File: src/rtl/fifo_pack_rd.sv
// fifo_pack_rd: drains a memory FIFO head and packs PACK words into one wide
// beat on a registered valid/ready stream, counting accepted beats.
// Optional: define FIFO_PACK_FLUSH_EN to add flush/out_keep for partial beats.
module fifo_pack_rd #(
  parameter int unsigned DWIDTH = 8,
  parameter int unsigned PACK   = 4
) (
  input  logic                     clk,
  input  logic                     rst,
`ifdef FIFO_PACK_FLUSH_EN
  input  logic                     flush,
  output logic [PACK-1:0]          out_keep,
`endif
  input  logic [DWIDTH-1:0]        fifo_rd,
  input  logic                     fifo_empty,
  output logic                     fifo_rden,
  output logic [DWIDTH*PACK-1:0]   out_data,
  output logic                     out_valid,
  input  logic                     out_ready,
  output logic [15:0]              beat_cnt
);

  localparam int unsigned CW    = $clog2(PACK);
  localparam int unsigned OW    = DWIDTH * PACK;
  localparam int unsigned NSLOT = PACK - 1;
  localparam int unsigned AW    = NSLOT * DWIDTH;
  localparam logic [CW-1:0] LAST = CW'(PACK - 1);

  logic [CW-1:0] cnt_q, cnt_d;
  logic [AW-1:0] asm_q, asm_d;
  logic [OW-1:0] data_d;
  logic          valid_d;
  logic [15:0]   beat_d;
  logic          load_ok;
  logic          last;
  logic          flush_hold;
  logic          flush_load;

  assign load_ok = !out_valid || out_ready;
  assign last    = (cnt_q == LAST);

`ifdef FIFO_PACK_FLUSH_EN
  logic [PACK-1:0] keep_d;
  logic [OW-1:0]   part_beat;
  logic [PACK-1:0] part_keep;

  assign flush_hold = flush;
  assign flush_load = flush && (cnt_q != '0) && load_ok;

  // Partial beat: only the words collected so far, upper words zeroed
  always_comb begin
    part_beat = '0;
    part_keep = '0;
    for (int unsigned i = 0; i < NSLOT; i++) begin
      if (CW'(i) < cnt_q) begin
        part_beat[i*DWIDTH +: DWIDTH] = asm_q[i*DWIDTH +: DWIDTH];
        part_keep[i]                  = 1'b1;
      end
    end
  end
`else
  assign flush_hold = 1'b0;
  assign flush_load = 1'b0;
`endif

  // Pop whenever a word is available and it can be stored or completes a loadable beat
  assign fifo_rden = !rst && !fifo_empty && !flush_hold && (!last || load_ok);

  // Next-state for assembly, output beat and accepted-beat counter
  always_comb begin
    cnt_d   = cnt_q;
    asm_d   = asm_q;
    data_d  = out_data;
    valid_d = out_valid;
    beat_d  = beat_cnt;
`ifdef FIFO_PACK_FLUSH_EN
    keep_d  = out_keep;
`endif
    if (out_valid && out_ready) begin
      valid_d = 1'b0;
      beat_d  = beat_cnt + 16'd1;
    end
    if (fifo_rden) begin
      if (last) begin
        cnt_d   = '0;
        data_d  = {fifo_rd, asm_q};
        valid_d = 1'b1;
`ifdef FIFO_PACK_FLUSH_EN
        keep_d  = '1;
`endif
      end else begin
        cnt_d = cnt_q + CW'(1);
        for (int unsigned i = 0; i < NSLOT; i++) begin
          if (cnt_q == CW'(i)) asm_d[i*DWIDTH +: DWIDTH] = fifo_rd;
        end
      end
    end else if (flush_load) begin
      cnt_d   = '0;
      valid_d = 1'b1;
`ifdef FIFO_PACK_FLUSH_EN
      data_d  = part_beat;
      keep_d  = part_keep;
`endif
    end
  end

  // State and output registers, synchronous reset
  always_ff @(posedge clk) begin
    if (rst) begin
      cnt_q     <= '0;
      asm_q     <= '0;
      out_data  <= '0;
      out_valid <= 1'b0;
      beat_cnt  <= '0;
    end else begin
      cnt_q     <= cnt_d;
      asm_q     <= asm_d;
      out_data  <= data_d;
      out_valid <= valid_d;
      beat_cnt  <= beat_d;
    end
  end

`ifdef FIFO_PACK_FLUSH_EN
  // Keep mask travels with out_data
  always_ff @(posedge clk) begin
    if (rst) out_keep <= '0;
    else     out_keep <= keep_d;
  end
`endif

endmodule

File: config.mk
export PLATFORM = sky130hd
export DESIGN_NAME = fifo_pack_rd
export DESIGN_NICKNAME = d
export VERILOG_FILES = /design/src/rtl/fifo_pack_rd.sv
export SDC_FILE = /design/constraint.sdc
export NUM_CORES = 1
export LEC_CHECK = 0
export CAP_MARGIN = 40
export CORE_AREA = 3 3 91 93
export CTS_CLUSTER_DIAMETER = 100
export DETAILED_ROUTE_END_ITERATION = 10
export DIE_AREA = 0 0 94 96
export SETUP_SLACK_MARGIN = 0.15
export SYNTH_ARGS = -nofsm -noshare
export SYNTH_HDL_FRONTEND = slang
export SYNTH_SLANG_ARGS = --single-unit
File: constraint.sdc
create_clock -name clk -period 2.8 [get_ports clk]
set_input_delay 0.42 -clock clk [delete_from_list [all_inputs] [get_ports clk]]
set_output_delay 0.42 -clock clk [all_outputs]
set_load 0.01 [all_outputs]
# Word level (Yosys, flattened, before mapping)

Index checks and enable logic that the tools add are counted.

Register bits: 75
Input bits: 12
Word-level logic and storage cells: 31

$add $sub $neg: 2
Eq/ne operators: 3
Muxes and demuxes: 4
Bitwise logic cells: 1
Reduce and logical (&&, ||, !) cells: 14

Operators with widths:

| kind                    | count |
|---|---|
| $add A16 B1 Y16 const B | 1 |
| $reduce_and A3 Y1       | 3 |
| $eq A2 B2 Y1 const B    | 2 |
| $logic_not A1 Y1        | 4 |
| $logic_and A1 B1 Y1     | 3 |
| $mux W1                 | 3 |
| $add A2 B1 Y2 const B   | 1 |
| $eq A2 B1 Y1 const B    | 1 |
| $logic_not A2 Y1        | 1 |
| $logic_or A1 B1 Y1      | 2 |
| $mux W2                 | 1 |
| $reduce_and A2 Y1       | 1 |
| $not A1 Y1              | 1 |

# Longest topological paths before layout

Depth after elaboration: 5
Mapped depth: 6

# Least setup slack after synthesis

Ideal clock, no wire load.

Path kind: reg-to-reg
Start point: register out_valid
End point: register beat_cnt[11]
Setup time: 70 ps
Data arrival time: 1,608 ps
Setup slack: 1,122 ps
Cell stages (with the launch flop): 5
Path buffers: 0
Period minus slack after synthesis: 1,678 ps
Cells stage by stage: dfxtp_1 and4_4 nand2_1 or4_2 a21oi_1

Word-level cells in the longest chain between the ends: 1

Ends and longest elaborated chain:

| element                  | RTL line | RTL |
|---|---|---|
| start: declaration       | 18       | `output logic out_valid,` |
| start signal: assignment | 119      | `out_valid <= valid_d;` |
| $logic_and A1 B1 Y1      | 79       | `if (out_valid && out_ready) begin` |
| end signal: assignment   | 120      | `beat_cnt <= beat_d;` |
| end: declaration         | 20       | `output logic [15:0] beat_cnt` |

Every way passes these cells.
A chain may end at the register's enable or synchronous reset.

# Worst setup path in the final report

Start point: input out_ready
End point: output fifo_rden

Word-level cells in the longest chain between the ends: 3

Ends and longest elaborated chain:

| element             | RTL line | RTL |
|---|---|---|
| start: declaration  | 19       | `input logic out_ready,` |
| $logic_or A1 B1 Y1  | 39       | `assign load_ok = !out_valid \|\| out_ready;` |
| $logic_or A1 B1 Y1  | 67       | `assign fifo_rden = !rst && !fifo_empty && !flush_hold && (!last \|\| load_ok);` |
| $logic_and A1 B1 Y1 | 67       |  |
| end: declaration    | 16       | `output logic fifo_rden,` |

Every way passes these cells.

==> parameters.txt <==
Parameter                              Value

Timing
  Worst Max-Slew Pin Slew ... 539 ps
  Number of hold violations in the final report ... 0
  Ratio of final minimum period to clock period ... 85.4%
  Final Max Slew Viols ... 0
  RSZ-0062 raised after global routing ... false
  Shortest period the worst path allows ... 2390 ps
  Highest clock rate ... 418 MHz
  Clock skew ... 6.99 ps
  Worst max-slew margin expressed relative to the limit ... between 60% and 70%
  Total of endpoints with negative setup slack in the final report ... 0
  Total Negative Setup Slacks ... 0 ps

Synthesis
  Post-synth net total ... between 300 and 400
  Avg Cell Area, Syn ... 8.29 µm²
  Part of the Yosys area used for sequential elements ... 51.3%
  Warnings, synthesis ... 0
  Synthesized flop and latch total ... 75
  Synthesized instance count ... 353
  Summed instance area of the synthesized netlist ... about 3000 µm²
  Netlist cell types ... 31

Flow run
  Max-cap check violation count ... 0

Min path
  Count of cells along the worst hold path ... 2
  Hold Path Origin ... rst
  Worst min-delay path category ... input pin to register

Detailed routing
  Routed Antenna Nets ... 0
  Detailed-router iteration count before antenna repair ... 4
  Routed vias ... 2490
  Count of unresolved DRC violations after routing ... 0
  Violation count after the first detailed-routing iteration ... between 100 and 150
  Wire length after detailed routing ... 6750 µm
  Drt wl/cell ... 13.0 µm
  Detailed-route vias per instance ... 4.82

Global routing
  Via count of the first global-routing pass ... 2462
  First-pass GRT wire length ... 11500 µm
  All-layer global routing usage ... 16.3%
  Pin count of the biggest net entering global routing ... 62
  Antenna violations before repair ... 0
  Total global routing overflow ... 0

Power
  Peak supply drop ... about 0.28 mV
  Power share of the combinational group ... 4.7%
  Leakage power ... 1.46 nW
  Internal power ... 0.00146 W
  Net switching power figure ... 0.000506 W
  Sequential fraction of design power ... 55.4%
  Total power ... 0.00196 W
  Clock network fraction of design power ... 39.9%
  Switching power share of the total ... between 20 and 30%
  Power Density ... 516 nW/µm²

Outcome
  Status ... completed

Critical path
  Crit path max fanout ... 7
  Capturing element type of the critical path ... primary output
  Number of cells on the worst reg-to-reg path ... 4
  Chain of cells forming the critical path ... clkdlybuf4s50_1 > nand2b_1 > o21bai_1 > nor2_1 > clkdlybuf4s50_1
  Slowest stage delay, CP ... roughly 510 ps
  Most frequent cell on the critical path ... clkdlybuf4s50_1
  Required time of the critical path ... 2380 ps
  Timing startpoint of the critical path ... out_ready
  Startpoint Class ... input pin
  Master of the slowest instance on the critical path ... clkdlybuf4s50_1
  Critical path data arrival time ... approximately 2000 ps
  Origin of the critical flop-to-flop path ... out_valid
  Crit path kind ... input pin to primary output

Floorplanning
  Effective utilization at floorplan ... 38.5%
  Die Span X ... roughly 94 µm
  Height of the die ... 96 µm
  I/O pin count ... 62
  Floorplan core area ... ~7600 µm²
  Cell Rows ... 32
  Area enclosed by the die boundary ... 9020 µm²

Final layout
  Number of filler instances in the final layout ... 792
  Share of cells above drive strength 1 ... 6.27%
  Final nets ... between 400 and 500
  Final non-filler cell area ... roughly 3800 µm²
  Area overhead of the layout relative to synthesis ... 29.9%
  Combined area of the multi-input logic cells ... ~1300 µm²
  Register cell area after layout ... 1500 µm²
  Ant diodes ... 0

Placed design
  RD Place Congestion ... 0.784
  Placed cell areas ... 3620 µm²
  HPWL after detailed placement ... 4600 µm
  Quantity of I/O buffers inserted on ports ... 61

CTS
  Buffer type at the clock tree root ... clkbuf_8
  Gates resized, CTS repair ... 0
  Worst-Skew Late Latency ... 350 ps
  Number of H-tree levels ... 3
  CTS Buf Count ... 9
  Largest buffer count on any clock path ... 2
  Clock tree from TritonCTS ... done
  Clk sinks ... 75
  Number of buffers inserted by post-CTS setup repair ... 0
  CTS clk-pin slew, worst paths ... 80 ps
  Total of hold buffers inserted after clock tree synthesis ... 0
==> stage by stage <==
step	utilization (%)	worst slack, ps	hold WS (ps)	instances
final	50.0	409	441	517
after global routing	50.0	276	451	517
after CTS	50.0	403	434	517
after detailed placement	47.5	403	433	501
after global placement	47.5	418	429	501
after floorplan	-	1120	415	353
==> cell families (layout without fill, tap and decap cells) <==
family | Yosys count | count (layout) | synth area share (%)
buf+inv | 22 | 84 | 2.86
compound gates | 35 | 35 | 6.16
fa+ha+maj | 5 | 5 | 2.14
mux | 2 | 2 | 0.727
xor+xnor | 10 | 10 | 2.99
flops | 75 | 75 | 51.3
simple gates | 204 | 204 | 33.8
==> flip-flops by register name (all words and copies together) (netlist names) <==
| name | flops |
|---|---|
| out_data | 32 |
| asm_q | 24 |
| beat_cnt | 16 |
| cnt_q | 2 |
| out_valid | 1 |
==> layout make-up <==
type / instances / share of cell area, %
clock buffer: 9 / 3.26
clock inverter: 7 / 1.61
inverter: 3 / 0.296
multi-input combinational: 256 / 35.3
sequential: 75 / 39.5
tap: 102 / 3.36
timing repair buffer: 65 / 16.7
==> critical path, delay by kind of cell <==
kind	cells	cell delay (ps)
AOI/OAI and AO/OA	1	260
buffers and inverters	2	1000
and+or+nand+nor	2	310
==> placed cells by master (no fill, tap or decap), types with 4 or more instances in the layout <==
cell type	Yosys	routed
nand2_1	121	121
dfxtp_1	75	75
clkdlybuf4s50_1	0	60
nand3b_1	32	32
a21oi_1	29	29
nor2_1	16	16
nand3_1	10	10
clkbuf_8	0	9
xor2_1	8	8
ha_1	5	5
nand4_1	4	4
o21ai_0	4	4
buf_4	0	4
==> worst paths after layout <==
kind | to | slack [ps]
worst max-delay path | fifo_rden | 410
worst min-delay path | beat_cnt[3] | 440
worst max register to register | beat_cnt[11] | 1000
worst min register to register | out_data[17] | 440
==> power by group through the flow <==
stage	Combinational (W)	Clock (W)	Sequential, W
detailed placement	0.0000942	0	0.00111
finish	0.0000926	0.000784	0.00109
global placement	0.0000938	0	0.00111
CTS	0.0000947	0.000808	0.00109
global route	0.000104	0.000858	0.00109
floorplan	0.0000523	0	0.00111
==> Yosys cell counts <==
cell | count | share of area [%]
o21bai_1 | 1 | 0.26
nand4_1 | 4 | 0.85
nor4_1 | 3 | 0.64
and3_1 | 1 | 0.21
and4_2 | 1 | 0.34
and4_1 | 1 | 0.30
nor3_1 | 3 | 0.51
or4b_1 | 1 | 0.34
or4_2 | 1 | 0.30
nor2b_1 | 1 | 0.21
nand2_1 | 121 | 16
buf_2 | 1 | 0.17
nand2b_1 | 2 | 0.43
nand3_1 | 10 | 1.7
mux2_2 | 1 | 0.38
o21ai_0 | 4 | 0.68
xor2_1 | 8 | 2.4
o31ai_1 | 1 | 0.26
dfxtp_1 | 75 | 51
and2_1 | 3 | 0.64
and4_4 | 1 | 0.38
xnor2_1 | 2 | 0.60
nand3b_1 | 32 | 8.2
a21oi_1 | 29 | 5.0
or3_1 | 2 | 0.43
nor2_1 | 16 | 2.1
clkbuf_1 | 18 | 2.3
inv_1 | 3 | 0.38
ha_1 | 5 | 2.1
mux2i_1 | 1 | 0.34
nand4_4 | 1 | 0.73
==> routing by layer <==
layer  part of all wire [%]  vias to the layer above  GRT usage (%)
met5                      0                        -              0
met3                    5.4                        8           4.85
met2                     47                       52           25.9
met4                    1.5                        0           6.98
met1                     46                     1151           20.6
li1                       -                     1279              -
No activity file was read; power rests on OpenSTA's default activity.
